[config.mk]
export PLATFORM = sky130hd
export DESIGN_NAME = spi_cfg_ctrl
export DESIGN_NICKNAME = d
export VERILOG_FILES = /design/src/rtl/spi_cfg_ctrl.sv
export SDC_FILE = /design/constraint.sdc
export NUM_CORES = 1
export LEC_CHECK = 0
export ABC_CLOCK_PERIOD_IN_PS = 6300
export CAP_MARGIN = 20
export CORE_ASPECT_RATIO = 1.2
export CORE_UTILIZATION = 30
export CTS_CLUSTER_DIAMETER = 60
export DETAILED_ROUTE_END_ITERATION = 7
export GPL_ROUTABILITY_DRIVEN = 1
export GPL_TIMING_DRIVEN = 0
export MAX_ROUTING_LAYER = met4
export PLACE_DENSITY = 0.51
export SLEW_MARGIN = 15
export SYNTH_ARGS = -nofsm -noshare
export SYNTH_HDL_FRONTEND = slang
export SYNTH_SLANG_ARGS = --single-unit
[constraint.sdc]
create_clock -name clk -period 6.3 [get_ports clk]
set_input_delay 0.945 -clock clk [delete_from_list [all_inputs] [get_ports clk]]
set_output_delay 0.945 -clock clk [all_outputs]
set_load 0.01 [all_outputs]
[src/rtl/spi_cfg_ctrl.sv]
// SPI-slave configuration controller.
// Oversamples a mode-0 SPI link on clk, decodes 24-bit frames (rw, addr[6:0], data[15:0])
// into shadow registers and commits all shadows to the active channel outputs at once
// after every valid write frame, so downstream channels never see a partial update.
// Optional build macro: SPI_CFG_READBACK_EN enables register readback on spi_miso;
// without it spi_miso is held at 1 and read frames have no effect beyond validation.
module spi_cfg_ctrl #(
  parameter int unsigned NCH      = 4,
  parameter int unsigned NBITS    = 10,
  parameter logic [15:0] ID_VALUE = 16'hD0C1
) (
  input  logic                 clk,
  input  logic                 rst,
  input  logic                 spi_sck,
  input  logic                 spi_cs_n,
  input  logic                 spi_mosi,
  output logic                 spi_miso,
  output logic [NCH-1:0]       ch_en,
  output logic [NCH*16-1:0]    ch_div,
  output logic [NCH*2-1:0]     ch_mode,
  output logic [NCH*NBITS-1:0] ch_level,
  output logic                 cfg_strobe,
  output logic                 frame_err
);

  typedef enum logic [2:0] {StWaitCs, StIdle, StCmd, StData, StDone} state_e;

  localparam logic [NCH*16-1:0] DivRst = {NCH{16'd1000}};

  logic [2:0] sck_sync, cs_sync;
  logic [1:0] mosi_sync;
  logic       sck_rise, cs_rise, cs_fall, mosi_s;

  state_e     state_q, state_d;
  logic [4:0] cnt_q, cnt_d;
  logic       ovr_q, ovr_d;
  logic       frame_ok, frame_bad;
  logic [23:0] sr_q;

  logic                 wr_en;
  logic [6:0]           wr_addr;
  logic [15:0]          wr_data;
  logic                 err_q, commit_q, strobe_q, frame_err_q;
  logic [NCH-1:0]       en_sh_q, en_act_q;
  logic [NCH*16-1:0]    div_sh_q, div_act_q;
  logic [NCH*2-1:0]     mode_sh_q, mode_act_q;
  logic [NCH*NBITS-1:0] lvl_sh_q, lvl_act_q;

  // Two-flop synchronisers plus a third flop for edge detection. cs_n resets low so a
  // frame in flight during reset cannot look like an idle bus to StWaitCs.
  always_ff @(posedge clk) begin
    if (rst) begin
      sck_sync  <= '0;
      cs_sync   <= '0;
      mosi_sync <= '0;
    end else begin
      sck_sync  <= {sck_sync[1:0], spi_sck};
      cs_sync   <= {cs_sync[1:0], spi_cs_n};
      mosi_sync <= {mosi_sync[0], spi_mosi};
    end
  end

  assign sck_rise = sck_sync[1] & ~sck_sync[2];
  assign cs_rise  = cs_sync[1] & ~cs_sync[2];
  assign cs_fall  = ~cs_sync[1] & cs_sync[2];
  assign mosi_s   = mosi_sync[1];

  // Frame FSM state, bit counter, overrun flag and input shift register.
  always_ff @(posedge clk) begin
    if (rst) begin
      state_q <= StWaitCs;
      cnt_q   <= '0;
      ovr_q   <= 1'b0;
      sr_q    <= '0;
    end else begin
      state_q <= state_d;
      cnt_q   <= cnt_d;
      ovr_q   <= ovr_d;
      if ((state_q == StCmd || state_q == StData) && sck_rise && !cs_rise) begin
        sr_q <= {sr_q[22:0], mosi_s};
      end
    end
  end

  // Next-state logic; a cs_n rising edge takes priority over a coincident sck edge.
  always_comb begin
    state_d   = state_q;
    cnt_d     = cnt_q;
    ovr_d     = ovr_q;
    frame_ok  = 1'b0;
    frame_bad = 1'b0;
    unique case (state_q)
      StWaitCs: if (cs_sync[1]) state_d = StIdle;
      StIdle: begin
        if (cs_fall) begin
          state_d = StCmd;
          cnt_d   = '0;
          ovr_d   = 1'b0;
        end
      end
      StCmd, StData: begin
        if (cs_rise) begin
          state_d   = StIdle;
          frame_bad = 1'b1;
        end else if (sck_rise) begin
          cnt_d = cnt_q + 5'd1;
          if (state_q == StCmd && cnt_q == 5'd7) state_d = StData;
          if (state_q == StData && cnt_q == 5'd23) state_d = StDone;
        end
      end
      StDone: begin
        if (cs_rise) begin
          state_d   = StIdle;
          frame_ok  = ~ovr_q;
          frame_bad = ovr_q;
        end else if (sck_rise) begin
          ovr_d = 1'b1;
        end
      end
      default: state_d = StWaitCs;
    endcase
  end

  assign wr_en   = frame_ok & sr_q[23];
  assign wr_addr = sr_q[22:16];
  assign wr_data = sr_q[15:0];

  // Shadow registers, sticky error and commit request on frame completion.
  always_ff @(posedge clk) begin
    if (rst) begin
      en_sh_q     <= '0;
      div_sh_q    <= DivRst;
      mode_sh_q   <= '0;
      lvl_sh_q    <= '0;
      err_q       <= 1'b0;
      commit_q    <= 1'b0;
      frame_err_q <= 1'b0;
    end else begin
      commit_q    <= wr_en;
      frame_err_q <= frame_bad;
      if (frame_bad) err_q <= 1'b1;
      if (wr_en) begin
        if (wr_addr == 7'h01) begin
          if (wr_data[15]) err_q <= 1'b0;
          // Soft-clear wins over the enable field written in the same frame.
          if (wr_data[14]) begin
            en_sh_q   <= '0;
            div_sh_q  <= DivRst;
            mode_sh_q <= '0;
            lvl_sh_q  <= '0;
          end else begin
            en_sh_q <= wr_data[NCH-1:0];
          end
        end
        for (int i = 0; i < NCH; i++) begin
          if (wr_addr == 7'(2 + 2 * i)) div_sh_q[16*i +: 16] <= wr_data;
          if (wr_addr == 7'(3 + 2 * i)) begin
            mode_sh_q[2*i +: 2]        <= wr_data[13:12];
            lvl_sh_q[NBITS*i +: NBITS] <= wr_data[NBITS-1:0];
          end
        end
      end
    end
  end

  // Active outputs copy every shadow together, one clk after the frame is accepted.
  always_ff @(posedge clk) begin
    if (rst) begin
      en_act_q   <= '0;
      div_act_q  <= DivRst;
      mode_act_q <= '0;
      lvl_act_q  <= '0;
      strobe_q   <= 1'b0;
    end else begin
      strobe_q <= commit_q;
      if (commit_q) begin
        en_act_q   <= en_sh_q;
        div_act_q  <= div_sh_q;
        mode_act_q <= mode_sh_q;
        lvl_act_q  <= lvl_sh_q;
      end
    end
  end

  assign ch_en      = en_act_q;
  assign ch_div     = div_act_q;
  assign ch_mode    = mode_act_q;
  assign ch_level   = lvl_act_q;
  assign cfg_strobe = strobe_q;
  assign frame_err  = frame_err_q;

`ifdef SPI_CFG_READBACK_EN
  logic [15:0] rd_data, miso_shift_q;
  logic [6:0]  rd_addr;
  logic        ld_miso, sck_fall;

  assign sck_fall = ~sck_sync[1] & sck_sync[2];
  // Address is complete on the 8th rising edge: seven bits in sr_q plus the live bit.
  assign rd_addr  = {sr_q[5:0], mosi_s};
  assign ld_miso  = (state_q == StCmd) && sck_rise && !cs_rise && (cnt_q == 5'd7);

  // Readback mux over the shadow bank (identical to the active bank between frames).
  always_comb begin
    rd_data = '0;
    if (rd_addr == 7'h00) begin
      rd_data = ID_VALUE;
    end else if (rd_addr == 7'h01) begin
      rd_data[15]      = err_q;
      rd_data[NCH-1:0] = en_sh_q;
    end
    for (int i = 0; i < NCH; i++) begin
      if (rd_addr == 7'(2 + 2 * i)) rd_data = div_sh_q[16*i +: 16];
      if (rd_addr == 7'(3 + 2 * i)) begin
        rd_data[13:12]      = mode_sh_q[2*i +: 2];
        rd_data[NBITS-1:0]  = lvl_sh_q[NBITS*i +: NBITS];
      end
    end
  end

  // MISO shifter: loaded after the command byte, advanced on sck falls, idles all-ones.
  always_ff @(posedge clk) begin
    if (rst) begin
      miso_shift_q <= '1;
    end else if (ld_miso) begin
      miso_shift_q <= rd_data;
    end else if (state_q == StData && sck_fall && cnt_q >= 5'd9) begin
      miso_shift_q <= {miso_shift_q[14:0], 1'b1};
    end else if (state_q != StData) begin
      miso_shift_q <= '1;
    end
  end

  assign spi_miso = miso_shift_q[15];
`else
  logic unused_rb;
  assign unused_rb = ^{ID_VALUE, err_q};
  assign spi_miso  = 1'b1;
`endif

endmodule

==> run summary <==
Mapped Area: 10140 um2
Ys async rst share: 0
Post-synth EDFFs: 0
Core Footprint: 33250 um2
Final hold slack: 0.4367 ns
Final Skew: 0.007960 ns
Worst-margin pin slew: 0.8628 ns
WL final: 28290 um
DRT iter0 DRCs: 384
Reg2Reg Depth: 5
RSZ-0062 raised after global routing: no
Post-layout min period: 3.015 ns
Final setup margin: 3.285 ns
Largest net degree at the start of global routing: 16
Hold EP: mosi_sync[1]
Fin. Hold Viols: 0
CTS sink count: 276
Final TNS setup: 0 ns
Layout area overhead: 27.62%
Row cnt: 73
Sequential area share after synthesis: 0.5447
Post-DP HPWL: 20210 um
Total congestion overflow: 0
Post-route ant nets: 0
Setup slack, reg-to-reg: 3.86 ns
Clock-pin slew on the worst setup and hold paths: 0.06 ns
Status: completed
Ratio of final minimum period to clock period: 0.4785
Fin. max-slew vios: 0
Launch point of the worst reg-to-reg path: commit_q
Worst Setup End Kind: register
Tot GR Track Use: 0.1685
Via-per-instance ratio: 4.737
Later-pin clock latency in the skew report: 0.55 ns
Leak: 4.291 nW
Synthesized flop and latch total: 276
Placer's final routability congestion estimate: 0.8771
Worst EP required: 6.72 ns
TritonCTS Buffers: 31
Syn_area_per_cell: 9.954 um2
First-pass GRT wire length: 44110 um
Synth cell types: 55
Total of max-cap violations: 0
Worst Path Arrival: 3.43 ns
DRC: 0
Fillers: 3413
Initial core utilization: 0.3051
N_diodes: 0
Hold Buf Count CTS: 0
IO buf count: 122
Hold Crit Class: reg -> reg
Reg2reg end: ch_div[7]
DRT Pass-1 Iters: 8
Final net count: 1180
Design Power: 3.613 mW
Design area: 12940 um2
Share of layout cells above drive strength 1: 0.05848
Startpoint types: input pin
Endpoints failing setup: 0
Setup WS pre-CTS: 2.684 ns
Worst-path fanout max: 10
CTS tree: done
Post-CTS setup buffers: 0
CTS resizes: 0
CTS Buffer Depth: 3
Fmax: 331.7 MHz
PwrDens: 279.1 nW/um2
H-tree lvl count: 1
Placed cell area: 11930 um2
Setup CP Type: in -> reg
Die X: 169.9 um
Slew HR: 0.4248
Syn Inst Count: 1019
CTS root buf: clkbuf_16
Ys flop type: dfxtp_1
Worst vdd rail ir drop: 198.3 uV
Hold Path Depth: 1
Post-Synthesis Net Count: 1025
Synthesis warning total: 0
WL/cell: 17.18 um
I/O pin cnt: 124
Initial antenna violation count: 0
Die area: 34550 um2
Die Span Y: 203.4 um
Via count: 7802
Vias in the first global route: 7662
HP Start: mosi_sync[0]
[kinds of logic (layout without fill, tap and decap cells)]
kind of cell	count (synthesis)	in the layout	share of synthesized area
xor+xnor	1	1	0.0008636
simple gates	338	338	0.1534
compound gates	152	152	0.1150
fa+ha+maj	1	1	0.001233
flops	276	276	0.5447
buf+inv	109	287	0.04527
mux	141	141	0.1391
other cells	1	1	0.0003697
[metal layers]
metal | vias up | GRT usage | part of all wire
li1 | 3853 | - | -
met1 | 3720 | 0.2168 | 0.46
met2 | 187 | 0.2762 | 0.47
met3 | 42 | 0.02135 | 0.047
met4 | 0 | 0.04858 | 0.021
met5 | - | - | 0
[flip-flops by register name (all words and copies together) (netlist names), 5 cells and up]
name,count
div_sh_q,64
ch_mode,8
sr_q,24
cnt_q,5
mode_sh_q,8
ch_level,40
lvl_sh_q,40
ch_div,64
[cell usage in the layout (no fill, tap or decap), types with 3 or more instances in the layout]
cell,count
a32o_1,4
a22oi_1,13
inv_1,33
o21ai_0,9
buf_6,4
nor2_1,160
bufinv_16,4
nand3_1,12
nor2b_1,30
nand4_1,3
buf_2,10
nor3_1,6
o32ai_1,30
clkinv_2,5
clkbuf_1,58
nand4b_1,5
and3_1,3
nand2_1,88
mux2i_1,141
nand3b_1,4
nand2b_1,4
clkbuf_16,31
dfxtp_1,276
a21oi_1,32
clkdlybuf4s50_1,122
a22o_1,42
buf_1,13
a31oi_1,6
[final cells by class]
cell class | instances | area (um2) | share of cell area
repair buffers | 122 | 1221 | 0.09434
well taps | 450 | 563.0 | 0.04350
multi-input cells | 634 | 4159 | 0.3213
plain buffers | 76 | 335.3 | 0.02590
inverters | 33 | 123.9 | 0.009569
flip-flops and latches | 276 | 5525 | 0.4268
clock buffers | 44 | 844.6 | 0.06524
clock inverters | 12 | 172.7 | 0.01334
[power breakdown]
group | switching, mW | internal, mW
Clock | 0.707 | 1.09
Combinational | 0.0477 | 0.0138
Sequential | 0.00161 | 1.75
[synthesized netlist by cell type (all sizes together) (3+ instances only)]
cell type  instances  area (um2)
nor3               7       46.30
dfxtp            276        5525
nand4b             5       43.79
nand2b             4       25.02
mux2i            141        1411
nand4              3       18.77
nor2b             30       187.7
and3               3       18.77
o21ai              9       45.04
clkbuf            47       176.4
a32o               4       40.04
a31oi              6       37.54
a22o              42       367.9
nand3             12       60.06
o32ai             30       262.8
nand2             88       330.3
a21oi             33       168.9
nor2             160       600.6
inv               33       123.9
buf               29       158.9
and2               3       18.77
a22oi             13       97.59
nand3b             4       30.03
[worst max-delay path by stage]
stage               depth (start not counted)  from  slack (ns)            to
floorplan                                   4   rst        4.28  div_sh_q[63]
global placement                            5   rst        2.67  ch_level[28]
detailed placement                          5   rst        2.68    ch_div[43]
CTS                                         5   rst        3.26    ch_div[46]
global route                                5   rst        3.14  ch_level[35]
finish                                      5   rst        3.29    ch_mode[5]
[worst max-delay path: stages]
cell,delay [ns]
clkdlybuf4s50_1,0.70
clkbuf_1,0.48
clkbuf_1,0.71
clkbuf_1,0.48
nor2_1,0.10
[through the flow]
| stage | util | cells |
|---|---|---|
| floorplan | - | 1019 |
| global placement | 0.3588 | 1591 |
| detailed placement | 0.3588 | 1591 |
| CTS | 0.3894 | 1647 |
| global route | 0.3894 | 1647 |
| finish | 0.3894 | 1647 |
(Power assumes the default switching activity.)
